==> config.mk <==
export PLATFORM = sky130hd
export DESIGN_NAME = ethernet_head_parser
export DESIGN_NICKNAME = d
export VERILOG_FILES = /design/src/rtl/ethernet_head_parser.sv
export SDC_FILE = /design/constraint.sdc
export NUM_CORES = 1
export LEC_CHECK = 0
export CAP_MARGIN = 0
export CORE_ASPECT_RATIO = 0.5
export CORE_UTILIZATION = 48
export DETAILED_ROUTE_END_ITERATION = 8
export GPL_ROUTABILITY_DRIVEN = 1
export GPL_TIMING_DRIVEN = 0
export HOLD_SLACK_MARGIN = 0.12
export PLACE_DENSITY = 0.86
export SYNTH_ARGS = -nofsm -noshare
export SYNTH_HDL_FRONTEND = slang
export SYNTH_SLANG_ARGS = --single-unit
==> constraint.sdc <==
create_clock -name i_clk -period 1.9 [get_ports i_clk]
set_input_delay 0.38 -clock i_clk [delete_from_list [all_inputs] [get_ports i_clk]]
set_output_delay 0.38 -clock i_clk [all_outputs]
set_load 0.05 [all_outputs]
==> src/rtl/ethernet_head_parser.sv <==
// Ethernet RX header parser: collects the first 42 bytes of each frame from
// the 64-bit MAC stream and flags ARP requests, ICMP echo requests and UDP
// datagrams addressed to this FPGA. The result is a one-cycle pulse that
// feeds the reply header builder.
module ethernet_head_parser #(
  parameter logic [47:0] FPGA_MAC     = 48'h211abcdef112,
  parameter logic [31:0] FPGA_IP      = 32'hC0000186,
  parameter logic [15:0] UDP_port_dst = 16'h0000
) (
  input  logic         i_clk,
  input  logic         i_reset_n,
  input  logic [63:0]  i_data,
  input  logic [7:0]   i_keep,
  input  logic         i_valid,
  input  logic         i_last,
  output logic [335:0] o_data_head,
  output logic         o_data_head_valid,
  output logic         o_arp_valid,
  output logic         o_icmp_valid,
  output logic         o_udp_valid,
  output logic         o_drop
);

  typedef enum logic [1:0] {IDLE, HEAD, SKIP} state_t;

  state_t         state;
  logic [2:0]     count;
  logic [319:0]   head_buf;
  logic [335:0]   cand;
  logic           head_ok;

  logic [47:0]    dst_mac;
  logic [15:0]    ethertype;
  logic [15:0]    arp_oper;
  logic [31:0]    arp_tpa;
  logic [7:0]     ip_ver_ihl;
  logic [7:0]     ip_proto;
  logic [31:0]    ip_dst;
  logic [7:0]     icmp_type;
  logic [15:0]    udp_dport;
  logic           mac_ok;
  logic           ipv4_to_us;
  logic           is_arp;
  logic           is_icmp;
  logic           is_udp;
  logic           unused_keep;

  // Only the top two byte enables of beat 5 matter; the rest are ignored.
  assign unused_keep = ^i_keep[5:0];

  // Candidate header: bytes 0..39 already stored plus bytes 40..41 of beat 5.
  assign cand    = {head_buf, i_data[63:48]};
  assign head_ok = (i_keep[7:6] == 2'b11);

  // Field extraction; frame byte k lives at cand[(42-k)*8-1 -: 8].
  assign dst_mac    = cand[335:288];
  assign ethertype  = cand[239:224];
  assign ip_ver_ihl = cand[223:216];
  assign arp_oper   = cand[175:160];
  assign ip_proto   = cand[151:144];
  assign ip_dst     = cand[95:64];
  assign icmp_type  = cand[63:56];
  assign udp_dport  = cand[47:32];
  assign arp_tpa    = cand[31:0];

  assign mac_ok     = (dst_mac == FPGA_MAC) || (dst_mac == 48'hFFFFFFFFFFFF);
  assign ipv4_to_us = (ethertype == 16'h0800) && (ip_ver_ihl == 8'h45) &&
                      (ip_dst == FPGA_IP);
  assign is_arp     = mac_ok && (ethertype == 16'h0806) &&
                      (arp_oper == 16'h0001) && (arp_tpa == FPGA_IP);
  assign is_icmp    = mac_ok && ipv4_to_us && (ip_proto == 8'h01) &&
                      (icmp_type == 8'h08);
  assign is_udp     = mac_ok && ipv4_to_us && (ip_proto == 8'h11) &&
                      (udp_dport == UDP_port_dst);

  // Frame tracking FSM: store beats 0..4, finish on beat 5, then skip payload.
  always_ff @(posedge i_clk or negedge i_reset_n) begin
    if (!i_reset_n) begin
      state             <= IDLE;
      count             <= 3'd0;
      head_buf          <= '0;
      o_data_head       <= '0;
      o_data_head_valid <= 1'b0;
      o_arp_valid       <= 1'b0;
      o_icmp_valid      <= 1'b0;
      o_udp_valid       <= 1'b0;
      o_drop            <= 1'b0;
    end else begin
      o_data_head_valid <= 1'b0;
      o_arp_valid       <= 1'b0;
      o_icmp_valid      <= 1'b0;
      o_udp_valid       <= 1'b0;
      o_drop            <= 1'b0;
      case (state)
        IDLE: begin
          if (i_valid) begin
            head_buf[319:256] <= i_data;
            if (i_last) begin
              o_drop <= 1'b1;
            end else begin
              state <= HEAD;
              count <= 3'd1;
            end
          end
        end
        HEAD: begin
          if (i_valid) begin
            if (count == 3'd5) begin
              count <= 3'd0;
              if (head_ok) begin
                o_data_head       <= cand;
                o_data_head_valid <= 1'b1;
                o_arp_valid       <= is_arp;
                o_icmp_valid      <= is_icmp;
                o_udp_valid       <= is_udp;
                state             <= i_last ? IDLE : SKIP;
              end else if (i_last) begin
                o_drop <= 1'b1;
                state  <= IDLE;
              end else begin
                state <= SKIP;
              end
            end else begin
              case (count)
                3'd1:    head_buf[255:192] <= i_data;
                3'd2:    head_buf[191:128] <= i_data;
                3'd3:    head_buf[127:64]  <= i_data;
                3'd4:    head_buf[63:0]    <= i_data;
                default: ;
              endcase
              if (i_last) begin
                o_drop <= 1'b1;
                state  <= IDLE;
                count  <= 3'd0;
              end else begin
                count <= count + 3'd1;
              end
            end
          end
        end
        SKIP: begin
          if (i_valid && i_last) begin
            state <= IDLE;
          end
        end
        default: state <= IDLE;
      endcase
    end
  end

endmodule

==> results.json <==
{
  "outcome": "finished, violations left",
  "violations": "design-rule violations, negative hold slack, negative setup slack",
  "wire_per_inst_um": 30.4,
  "die_w_um": 329,
  "drc": 6,
  "critical_path.max_fanout": 9,
  "drive_gt1_share_pct": 48.6,
  "ys_dominant_reg_cell": "dfrtp_1",
  "layout_commonest_cell": "dfrtp_1",
  "avgSynthCellArea_um2": 16.9,
  "syn_inst": 1514,
  "critical_path_class": "reg -> reg",
  "powerDensity_nw_per_um2": 1180,
  "grt_pass1_vias": 17000,
  "cts.sinks": 666,
  "crit_arrival_ns": 2.63,
  "synth_area_leaders": "dfrtp_1 65%, mux2_2 28%, buf_6 2.3%, mux2_1 0.62%, nor4_1 0.51%",
  "rows": 59,
  "grt_max_degree": 128,
  "dieArea_um2": 54300,
  "leakagePower_nw": 17.0,
  "ys_ff_latch": 666,
  "grt_overflow_total": 0,
  "yosys.cell_types.count": 39,
  "io_pins": 417,
  "startpoint_type": "flip-flop",
  "hpwl_um": 48300,
  "placed_area_um2": 30800,
  "final_max_slew_viol_count": 0,
  "cts_max_level": 2,
  "cts_buffers": 58,
  "worst_pin_slew_ns": 0.674,
  "max_slew_margin_pct": 54.4,
  "nFillCells": 2934,
  "nets": 2143,
  "path_clk_slew_ns": 0.07,
  "clockBufferDepth": 3,
  "fin_worst_skew_ns": 0.0296,
  "setup_viol": 598,
  "stdcell_area_um2": 35200,
  "clkLatencyLatePin_ns": 0.63,
  "antenna_found_initial": 6,
  "pwr-share-seq_pct": 48.4,
  "drv_cap": 0,
  "port_buffers": 410,
  "first_pass_iters": 7,
  "min_path_type": "in -> async",
  "report.power.total_mw": 41.4,
  "synth-seq-area-share_pct": 65.1,
  "rr_worst_depth": 9,
  "switching_share_pct": 32.0,
  "required_ns": 2.40,
  "cp-end-kind": "flip-flop",
  "synth_nets": 1595,
  "fin_ws_ns": -0.225,
  "rrSetupSlack_ns": -0.23,
  "r2r_end": "o_data_head[82]",
  "fp.dieH_um": 165,
  "hold_viol": 68,
  "most-common-layout-cells": "665 x dfrtp_1, 441 x mux2_2, 202 x mux2_4",
  "grt_first_pass_wirelength_um": 112000,
  "p_comb_share_pct": 21.9,
  "dr.first_iter.drc_count": 1401,
  "power.internal_mw": 28.2,
  "netSwitchingPower_mw": 13.2,
  "period_minus_slack_ns": 2.13,
  "yosys.area.top_type_share_pct": 65.1,
  "ant_nets": 0,
  "cts-root-buf": "clkbuf_16",
  "r2r-start": "count[1]",
  "area_growth_pct": 37.4,
  "hold_ws_ns": -0.0766,
  "drt_wl_total_um": 85400,
  "peakVddDrop_v": 0.000712,
  "cts_hold_buf": 1,
  "fin_crit_sh_pct": 112,
  "synth_area_um2": 25600,
  "yosys.area.top_type": "dfrtp_1",
  "start_util_pct": 48.9,
  "synth_edf_count": 0,
  "async_reset_ff_share_pct": 100,
  "timing.fmax_mhz": 471,
  "grtUsageTotal_pct": 27.8,
  "vias": 16800,
  "clkPwrFrac_pct": 29.7,
  "vias_per_cell": 5.98,
  "synth_warnings": 0,
  "finalWeightedCongestion": 0.856,
  "core_um2": 52300,
  "cts_tree": "yes",
  "rsz0062_at_grt": "true"
}
## sequential cells by signal, summed over array words and instances (netlist names)
signal and cells:
count 3, head_buf 320, o_arp_valid 1, o_data_head 336, o_data_head_valid 1, o_drop 1
o_icmp_valid 1, o_udp_valid 1, state 2
## worst max-delay path, stage by stage, from the launching register on
cell and delay [ns]:
dfrtp_1 0.39, inv_2 0.08, ha_4 0.13, nand4b_1 0.23
nor2_4 0.18, buf_12 0.17, buf_4 0.16, clkbuf_16 0.18
buf_12 0.13, mux2_2 0.34
## final cells by class
cell class              count  area (um2)  area share, %
clock inverters            19         224          0.637
diodes                      3        7.51         0.0213
well taps                 701         877           2.49
multi-input cells         777        9130           25.9
flip-flops and latches    666       16700           47.4
inverters                   4        15.0         0.0427
clock buffers              85        1690           4.82
repair buffers            488        5560           15.8
plain buffers              67        1000           2.85
## power by group through the flow
| stage | Clock, mW | Combinational [mW] | Sequential [mW] |
|---|---|---|---|
| detailed placement | 0 | 8.43 | 19.7 |
| CTS | 12.1 | 8.50 | 19.5 |
| global placement | 0 | 8.03 | 19.5 |
| floorplan | 0 | 3.63 | 21.0 |
| global route | 12.9 | 9.41 | 20.3 |
| finish | 12.3 | 9.09 | 20.0 |
## Yosys cell counts, types with 3 or more instances
master / n
ha_1: 5
nand2_2: 3
buf_6: 52
nand2_1: 8
and4_1: 3
nand3b_1: 4
dfrtp_1: 666
inv_1: 4
a21oi_1: 3
mux2_1: 14
nor4bb_1: 4
mux2_2: 643
nand3_1: 4
nand4_1: 15
nor3_1: 8
nor4_1: 21
buf_2: 12
nor2_1: 7
buf_4: 4
nor4b_1: 10
## cells by family after synthesis
kind of cell / share of synthesized area, %
adders and majority gates: 0.244
and+or+nand+nor: 2.75
AOI/OAI and AO/OA: 0.200
DFF: 65.1
muxes: 29.0
buffers and inverters: 2.70
## routing by layer
| metal | vias to the layer above | wire length [um] | track usage, % |
|---|---|---|---|
| met4 | 6 | 6940 | 16.8 |
| met3 | 378 | 5500 | 5.24 |
| met2 | 923 | 42000 | 47.0 |
| met5 | - | 41 | 0 |
| met1 | 8907 | 30900 | 33.6 |
| li1 | 6577 | - | - |
## how the worst max path moves through the flow
stage	endpoint	startpoint
after global routing	o_data_head[304]	count[1]
after detailed placement	head_buf[57]	i_valid
after global placement	head_buf[237]	i_reset_n
after CTS	o_data_head[47]	o_data_head[47]
final	o_data_head[82]	count[1]
after floorplan	o_data_head[197]	count[1]
## repair_timing
action,CTS,global route
gates resized for setup,819,176
setup endpoints to repair,986,1007
buffers inserted,27,19
cloned,20,12
pin swaps,5,8
endpoints found under the hold margin,68,68
## stage by stage
| stage | setup TNS (ns) | setup slack (ns) | cells | utilization, % |
|---|---|---|---|---|
| floorplan | 0 | 0.0337 | 1514 | - |
| global placement | - | -28.32 | 2625 | 58.4 |
| detailed placement | -347.79 | -0.872 | 2631 | 58.8 |
| CTS | -72.37 | -0.249 | 2783 | 65.3 |
| global route | -87.13 | -0.282 | 2810 | 67.2 |
| finish | -61.27 | -0.225 | 2810 | 67.2 |
(Power assumes the default switching activity.)
